## config.mk

```make
export PLATFORM = sky130hd
export DESIGN_NAME = conv_core_gen2_flat
export DESIGN_NICKNAME = d
export VERILOG_FILES = /design/src/rtl/conv_core_gen2_if.sv /design/src/rtl/conv_core_gen2.sv /design/src/flat_wrapper.sv
export SDC_FILE = /design/constraint.sdc
export NUM_CORES = 1
export LEC_CHECK = 0
export ABC_CLOCK_PERIOD_IN_PS = 6300
export BUFFER_PORTS_ARGS = -buffer_cell sky130_fd_sc_hd__buf_2
export CAP_MARGIN = 20
export CORE_ASPECT_RATIO = 2
export CORE_MARGIN = 1
export CORE_UTILIZATION = 38
export DETAILED_ROUTE_END_ITERATION = 7
export SYNTH_ARGS = -nofsm -noshare
export SYNTH_HDL_FRONTEND = slang
export SYNTH_SLANG_ARGS = --single-unit
```

## constraint.sdc

```tcl
create_clock -name clk -period 6.3 [get_ports clk]
set_clock_uncertainty 0.1 [all_clocks]
set_input_delay 0.63 -clock clk [delete_from_list [all_inputs] [get_ports clk]]
set_output_delay 0.63 -clock clk [all_outputs]
set_load 0.005 [all_outputs]
```

## src/rtl/conv_core_gen2_if.sv

```systemverilog
// Bus bundle for conv_core_gen2: job control, X/Y read ports, Z write port
// and status. The core attaches through the slave modport; whoever drives
// jobs and models the memories uses the master modport.
interface conv_core_gen2_if #(
  parameter int DATA_WIDTH = 8,
  parameter int ADDR_WIDTH = 5,
  parameter int OUT_WIDTH  = 2*DATA_WIDTH+ADDR_WIDTH
);
  logic                  start;
  logic                  abort;
  logic [ADDR_WIDTH-1:0] sizeX_in;
  logic [ADDR_WIDTH-1:0] sizeY_in;
  logic                  mode_in;
  logic                  signed_in;
  logic [ADDR_WIDTH-1:0] memX_addr;
  logic [DATA_WIDTH-1:0] dataX;
  logic [ADDR_WIDTH-1:0] memY_addr;
  logic [DATA_WIDTH-1:0] dataY;
  logic [ADDR_WIDTH:0]   memZ_addr;
  logic [OUT_WIDTH-1:0]  dataZ;
  logic                  writeZ;
  logic                  busy;
  logic                  done;
  logic                  err;

  modport master (
    output start, abort, sizeX_in, sizeY_in, mode_in, signed_in, dataX, dataY,
    input  memX_addr, memY_addr, memZ_addr, dataZ, writeZ, busy, done, err
  );

  modport slave (
    input  start, abort, sizeX_in, sizeY_in, mode_in, signed_in, dataX, dataY,
    output memX_addr, memY_addr, memZ_addr, dataZ, writeZ, busy, done, err
  );
endinterface

```

## src/rtl/conv_core_gen2.sv

```systemverilog
// 1-D convolution engine z[n] = sum_k x[k]*y[n-k], full or valid output,
// signed or unsigned operands, reading X/Y from 1-cycle-latency memories.
//
//   state    | meaning
//   ---------+--------------------------------------------------------
//   S_IDLE   | waiting for start, outputs hold
//   S_SETUP  | check latched config, choose first/last output index
//   S_READ   | issue one X/Y address pair per cycle for current output
//   S_DRAIN1 | read data of last pair returning
//   S_DRAIN2 | last product registered, final accumulate at cycle end
//   S_WRITE  | write accumulator to Z[out_idx]
//   S_DONE   | one-cycle done pulse
module conv_core_gen2 #(
  parameter int DATA_WIDTH = 8,
  parameter int ADDR_WIDTH = 5,
  parameter int OUT_WIDTH  = 2*DATA_WIDTH+ADDR_WIDTH
) (
  input logic             clk,
  input logic             rstn,
  conv_core_gen2_if.slave bus
);

  localparam int NW = ADDR_WIDTH + 1;
  localparam int PW = 2 * DATA_WIDTH;
  localparam logic [NW-1:0] ONE_N = NW'(1);
  localparam logic [NW-1:0] TWO_N = NW'(2);

  typedef enum logic [2:0] {
    S_IDLE, S_SETUP, S_READ, S_DRAIN1, S_DRAIN2, S_WRITE, S_DONE
  } state_t;

  state_t state, state_nxt;

  logic [ADDR_WIDTH-1:0] size_x, size_y, x_addr, y_addr, rd_cnt;
  logic                  mode_r, sgn_r, err_r;
  logic [NW-1:0]         n_cur, n_last, out_idx;
  logic                  d_v, p_v;
  logic [PW-1:0]         prod;
  logic [OUT_WIDTH-1:0]  acc, acc_nxt, data_z, prod_ext;

  logic                  abort_act, cfg_bad, enter_read;
  logic                  busy_c, write_c, done_c;
  logic [NW-1:0]         sx_e, sy_e, n_go, n_last_cfg;
  logic [ADDR_WIDTH-1:0] kmin_go, kmax_go, y_go, ld_cnt;
  logic signed [DATA_WIDTH:0] xa, ya;
  logic signed [PW-1:0]  pfull;

  assign abort_act = bus.abort && (state != S_IDLE);
  assign cfg_bad   = (size_x == '0) || (size_y == '0) || (mode_r && (size_x < size_y));

  // Next-state and strobe decode; abort overrides every transition.
  always_comb begin
    state_nxt = state;
    busy_c    = (state != S_IDLE);
    write_c   = 1'b0;
    done_c    = 1'b0;
    case (state)
      S_IDLE:   if (bus.start) state_nxt = S_SETUP;
      S_SETUP:  state_nxt = cfg_bad ? S_DONE : S_READ;
      S_READ:   if (rd_cnt == '0) state_nxt = S_DRAIN1;
      S_DRAIN1: state_nxt = S_DRAIN2;
      S_DRAIN2: state_nxt = S_WRITE;
      S_WRITE: begin
        write_c   = 1'b1;
        state_nxt = (n_cur == n_last) ? S_DONE : S_READ;
      end
      S_DONE: begin
        done_c    = 1'b1;
        state_nxt = S_IDLE;
      end
      default:  state_nxt = S_IDLE;
    endcase
    if (abort_act) begin
      state_nxt = S_IDLE;
      write_c   = 1'b0;
      done_c    = 1'b0;
    end
  end

  // Window of the output about to be read: kmin/kmax bounds and first addresses.
  always_comb begin
    sx_e       = {1'b0, size_x};
    sy_e       = {1'b0, size_y};
    n_go       = (state == S_SETUP) ? (mode_r ? sy_e - ONE_N : '0) : n_cur + ONE_N;
    n_last_cfg = mode_r ? sx_e - ONE_N : sx_e + sy_e - TWO_N;
    // true results always fit ADDR_WIDTH, so modular AW-bit arithmetic is exact
    kmin_go    = ((n_go + ONE_N) >= sy_e) ? n_go[ADDR_WIDTH-1:0] - size_y + 1'b1 : '0;
    kmax_go    = (n_go < (sx_e - ONE_N)) ? n_go[ADDR_WIDTH-1:0] : size_x - 1'b1;
    y_go       = n_go[ADDR_WIDTH-1:0] - kmin_go;
    ld_cnt     = kmax_go - kmin_go;
    enter_read = (state_nxt == S_READ) && (state != S_READ);
  end

  // Operand extension and multiply; PW-bit context keeps the low product bits exact.
  always_comb begin
    xa       = {sgn_r & bus.dataX[DATA_WIDTH-1], bus.dataX};
    ya       = {sgn_r & bus.dataY[DATA_WIDTH-1], bus.dataY};
    pfull    = xa * ya;
    prod_ext = {{(OUT_WIDTH-PW){sgn_r & prod[PW-1]}}, prod};
    acc_nxt  = acc + (p_v ? prod_ext : '0);
  end

  // State register.
  always_ff @(posedge clk) begin
    if (!rstn) state <= S_IDLE;
    else       state <= state_nxt;
  end

  // Job configuration latch and sticky error flag.
  always_ff @(posedge clk) begin
    if (!rstn) begin
      size_x <= '0;
      size_y <= '0;
      mode_r <= 1'b0;
      sgn_r  <= 1'b0;
      err_r  <= 1'b0;
    end else if (state == S_IDLE && bus.start) begin
      size_x <= bus.sizeX_in;
      size_y <= bus.sizeY_in;
      mode_r <= bus.mode_in;
      sgn_r  <= bus.signed_in;
      err_r  <= 1'b0;
    end else if (state == S_SETUP && cfg_bad && !bus.abort) begin
      err_r  <= 1'b1;
    end
  end

  // Output index, read addresses and the per-output read down-counter.
  always_ff @(posedge clk) begin
    if (!rstn) begin
      n_cur   <= '0;
      n_last  <= '0;
      out_idx <= '0;
      x_addr  <= '0;
      y_addr  <= '0;
      rd_cnt  <= '0;
    end else if (enter_read) begin
      n_cur  <= n_go;
      x_addr <= kmin_go;
      y_addr <= y_go;
      rd_cnt <= ld_cnt;
      if (state == S_SETUP) begin
        out_idx <= '0;
        n_last  <= n_last_cfg;
      end else begin
        out_idx <= out_idx + ONE_N;
      end
    end else if (state == S_READ && !bus.abort && rd_cnt != '0) begin
      rd_cnt <= rd_cnt - 1'b1;
      x_addr <= x_addr + 1'b1;
      y_addr <= y_addr - 1'b1;
    end
  end

  // Read-data -> product -> accumulate pipeline; abort kills in-flight terms.
  always_ff @(posedge clk) begin
    if (!rstn) begin
      d_v  <= 1'b0;
      p_v  <= 1'b0;
      prod <= '0;
    end else begin
      d_v <= (state == S_READ) && !bus.abort;
      p_v <= d_v && !abort_act;
      if (d_v) prod <= pfull;
    end
  end

  // Accumulator cleared per output; result register loaded with the final sum.
  always_ff @(posedge clk) begin
    if (!rstn) begin
      acc    <= '0;
      data_z <= '0;
    end else begin
      if (enter_read) acc <= '0;
      else if (p_v)   acc <= acc_nxt;
      if (state == S_DRAIN2 && !bus.abort) data_z <= acc_nxt;
    end
  end

  assign bus.memX_addr = x_addr;
  assign bus.memY_addr = y_addr;
  assign bus.memZ_addr = out_idx;
  assign bus.dataZ     = data_z;
  assign bus.writeZ    = write_c;
  assign bus.busy      = busy_c;
  assign bus.done      = done_c;
  assign bus.err       = err_r;

endmodule

```

## src/flat_wrapper.sv

```systemverilog
// flat-port wrapper written by rule: the top's interface ports become plain ports
module conv_core_gen2_flat 
#(
  parameter int DATA_WIDTH = 8,
  parameter int ADDR_WIDTH = 5,
  parameter int OUT_WIDTH  = 2*DATA_WIDTH+ADDR_WIDTH
)
  (clk, rstn, bus_start, bus_abort, bus_sizeX_in, bus_sizeY_in, bus_mode_in, bus_signed_in, bus_dataX, bus_dataY, bus_memX_addr, bus_memY_addr, bus_memZ_addr, bus_dataZ, bus_writeZ, bus_busy, bus_done, bus_err);
  conv_core_gen2_if #(.DATA_WIDTH(DATA_WIDTH), .ADDR_WIDTH(ADDR_WIDTH), .OUT_WIDTH(OUT_WIDTH)) bus_i ();
  input logic clk;
  input logic rstn;
  input wire logic [$bits(bus_i.start)-1:0] bus_start;
  input wire logic [$bits(bus_i.abort)-1:0] bus_abort;
  input wire logic [$bits(bus_i.sizeX_in)-1:0] bus_sizeX_in;
  input wire logic [$bits(bus_i.sizeY_in)-1:0] bus_sizeY_in;
  input wire logic [$bits(bus_i.mode_in)-1:0] bus_mode_in;
  input wire logic [$bits(bus_i.signed_in)-1:0] bus_signed_in;
  input wire logic [$bits(bus_i.dataX)-1:0] bus_dataX;
  input wire logic [$bits(bus_i.dataY)-1:0] bus_dataY;
  output wire logic [$bits(bus_i.memX_addr)-1:0] bus_memX_addr;
  output wire logic [$bits(bus_i.memY_addr)-1:0] bus_memY_addr;
  output wire logic [$bits(bus_i.memZ_addr)-1:0] bus_memZ_addr;
  output wire logic [$bits(bus_i.dataZ)-1:0] bus_dataZ;
  output wire logic [$bits(bus_i.writeZ)-1:0] bus_writeZ;
  output wire logic [$bits(bus_i.busy)-1:0] bus_busy;
  output wire logic [$bits(bus_i.done)-1:0] bus_done;
  output wire logic [$bits(bus_i.err)-1:0] bus_err;
  assign bus_i.start = bus_start;
  assign bus_i.abort = bus_abort;
  assign bus_i.sizeX_in = bus_sizeX_in;
  assign bus_i.sizeY_in = bus_sizeY_in;
  assign bus_i.mode_in = bus_mode_in;
  assign bus_i.signed_in = bus_signed_in;
  assign bus_i.dataX = bus_dataX;
  assign bus_i.dataY = bus_dataY;
  assign bus_memX_addr = bus_i.memX_addr;
  assign bus_memY_addr = bus_i.memY_addr;
  assign bus_memZ_addr = bus_i.memZ_addr;
  assign bus_dataZ = bus_i.dataZ;
  assign bus_writeZ = bus_i.writeZ;
  assign bus_busy = bus_i.busy;
  assign bus_done = bus_i.done;
  assign bus_err = bus_i.err;
  conv_core_gen2 #(.DATA_WIDTH(DATA_WIDTH), .ADDR_WIDTH(ADDR_WIDTH), .OUT_WIDTH(OUT_WIDTH)) u_core (.clk(clk), .rstn(rstn), .bus(bus_i));
endmodule
```

==> results.yml <==
synthesis:
  synth_top_area_frac: 0.229
  synth_edf_count: 0
  synth_seq_cells: 109
  synthFlopType: "dfxtp_1"
  synth_area_leader_cell: "dfxtp_1"
  syn_inst: 1159
  syn_area_sq_um: 9540
  yosysWarnings: 0
  syn_avg_cell_area_sq_um: 8.23
  yosysMostFrequentCell: "nand2_1"
  synth_area_leaders: "dfxtp_1 23%, fa_1 14%, ha_1 13%, nand2_1 5.8%, inv_1 5.3%"
  yosys-top-cells-count: "147 x nand2_1, 134 x inv_1, 109 x dfxtp_1"
  postSynth.asyncResetShare: 0
  synth.distinct_cells: 65
  synth_nets: 1358
  synth_seq_area_share: 0.229
timing:
  tns_ns: 0
  hold_viol: 0
  rsz0062_at_grt: "false"
  fin_crit_ns: 5.63
  fin_crit_sh: 0.893
  setup_slack_ns: 0.672
  setup_viol_count_final: 0
  tightest_slew_ns: 0.970
  timing.fmax_mhz: 178
  relSlewSlack: 0.352
  drv_slew: 0
worst_hold_path:
  hold_path.startpoint: "u_core.bus.dataZ[12]"
  whs_path_depth: 2
  min_path_type: "reg -> reg"
  whs_endpoint: "u_core.bus.dataZ[12]"
finish:
  stdcell_count: 1535
  utilization: 0.428
  diodes: 0
  area_delta_synth_final_pct: 9.98
  num-fill-cells: 2608
  drive_gt1_frac: 0.0956
  fin_nets: 1397
power:
  power_switching_uw: 1100
  irDropWorstVdd_mv: 0.160
  power_density_nw_per_um2: 259
  swShare: 0.404
  p_int_uw: 1620
  pwr-share-seq: 0.284
  leakage_uw: 0.00472
  power_frac_clock: 0.227
  pwr-share-comb: 0.489
placed_design:
  placement.io_buffers: 72
  place.gp.congestion: 0.913
  place_ws_ns: 0.316
  dp_cells: 1519
  place_hpwl_mm: 20.4
grt:
  grt_pass1_vias: 8123
  track_usage: 0.206
  grt_max_degree: 49
  grt_pass1_wl_mm: 40.6
  antenna_found_initial: 0
  grt_overflow: 0
floorplan:
  initial_core_util: 0.389
  placement_rows: 81
  core_sq_um: 24500
  die_area_sq_um: 25800
  io_pins: 73
  die_h_microns: 226
  dieWidth_microns: 114
routing:
  dr.pass1.iters: 4
  vias_per_cell: 5.13
  wl_per_cell_microns: 16.3
  vias: 7874
  drtIter0Drc: 251
  routed_wl_mm: 25.0
  antenna_left: 0
  drc: 0
clock_network:
  postCtsSetupRepairBufs: 0
  insertion_delay_ns: 0.37
  clk_pin_slew_worst_paths_ns: 0.07
  cts_buffers: 9
  cts_tree: "built"
  cts_resized: 0
  clockBufferDepth: 2
  clockRootBuffer: "clkbuf_16"
  cts.sinks: 109
  ctsHoldBuffers: 0
  cts_max_level: 3
worst_setup_path:
  crit_path_start_kind: "input pin"
  cp.required_ns: 6.46
  cp-end-kind: "register"
  crit_arrival_ns: 5.78
  ff2ff_path_depth: 19
  rr_endpoint: "u_core.prod[15]"
  path_class: "in -> reg"
  cp_max_fo: 10
  worstReg2RegStart: "u_core.sgn_r"
  r2r_slack_ns: 0.81
run:
  drv_cap: 0
run_status:
  status: "finished clean"
-- how the worst max path moves through the flow --
stage / start / to / slack [ns] / depth (start not counted)
floorplan: bus_dataY[7] / u_core.prod[14] / 0.62 / 20
global placement: bus_dataY[7] / u_core.prod[15] / 0.50 / 20
detailed placement: bus_dataY[7] / u_core.prod[15] / 0.32 / 20
CTS: bus_dataY[7] / u_core.prod[15] / 0.69 / 20
global route: bus_dataY[7] / u_core.prod[15] / 0.48 / 20
finish: bus_dataY[7] / u_core.prod[15] / 0.67 / 20
-- state kept, by name, summed over array words and instances (netlist names) --
register	count
u_core.p_v	1
u_core.n_cur	6
u_core.n_last	6
u_core.bus.memZ_addr	6
u_core.size_x	5
u_core.prod	16
u_core.bus.err	1
u_core.acc	21
u_core.bus.memY_addr	5
u_core.state	3
u_core.d_v	1
u_core.bus.memX_addr	5
u_core.size_y	5
u_core.bus.dataZ	21
u_core.sgn_r	1
u_core.rd_cnt	5
u_core.mode_r	1
-- kinds of logic (layout without fill, tap and decap cells) --
family,count (synthesis),count (layout),synth area share
simple gates,392,392,0.196
buf+inv,188,232,0.0751
fa+ha+maj,167,167,0.272
xor+xnor,68,68,0.0624
compound gates,201,201,0.129
flops,109,109,0.229
mux,34,34,0.0361
-- placed cells by master, fill, tap and decap left out, types with 4 or more instances in the layout --
cell type	instances
a211oi_1	13
a21boi_0	4
a21o_1	12
a21oi_1	85
a31oi_1	6
and2_1	45
and3_1	13
buf_2	72
buf_4	9
clkbuf_16	9
dfxtp_1	109
fa_1	68
ha_1	99
inv_1	134
mux2i_1	31
nand2_1	147
nand2b_1	9
nand3_1	26
nand3b_1	4
nand4_1	5
nor2_1	82
nor2b_1	14
nor3_1	19
nor3b_1	6
o211ai_1	5
o21ai_0	33
o21bai_1	5
o221ai_1	4
o22ai_1	6
o31ai_1	5
or2_2	5
or3_1	4
xnor2_1	46
xor2_1	22
-- per-layer routing --
layer	wire (microns)	part of all wire	track usage
met1	8640	0.35	0.190
met2	14500	0.58	0.414
met3	483	0.019	0.0220
met4	1330	0.053	0.127
met5	0	0	0
-- area by class of cell --
| type | instances | area [sq um] | share of cell area |
|---|---|---|---|
| multi-input cells | 862 | 6640 | 0.633 |
| flip-flops and latches | 109 | 2180 | 0.208 |
| inverters | 135 | 507 | 0.0483 |
| repair buffers | 81 | 428 | 0.0408 |
| well taps | 332 | 415 | 0.0396 |
| clock buffers | 10 | 239 | 0.0228 |
| clock inverters | 6 | 80.1 | 0.00763 |
-- power by group through the flow --
stage / clock network, uW / logic (uW) / registers, uW
detailed placement: 0 / 1330 / 786
CTS: 635 / 1340 / 770
floorplan: 0 / 1000 / 769
finish: 617 / 1330 / 771
global route: 661 / 1510 / 776
global placement: 0 / 1300 / 786
-- worst max-delay path, cell delays in order --
cell	delay, ns
buf_2	0.17
nand2_1	0.23
or2_2	0.36
fa_1	0.51
fa_1	0.55
inv_1	0.05
fa_1	0.53
inv_1	0.05
fa_1	0.50
fa_1	0.51
inv_1	0.04
ha_1	0.28
o21ai_0	0.10
a21boi_0	0.30
o21ai_0	0.16
a21oi_1	0.19
o21ai_0	0.14
a21oi_1	0.20
mux2i_1	0.21
nand2_1	0.06
-- through the flow --
step	hold WS [ns]	cell area, sq um	total power (uW)
4_1_cts	0.354	10500	2750
3_3_place_gp	0.342	10200	2090
2_1_floorplan	0.327	9540	1770
6_report	0.352	10500	2710
5_1_grt	0.383	10500	2950
3_5_place_dp	0.343	10200	2120
Power figures use the tool's default switching activity.
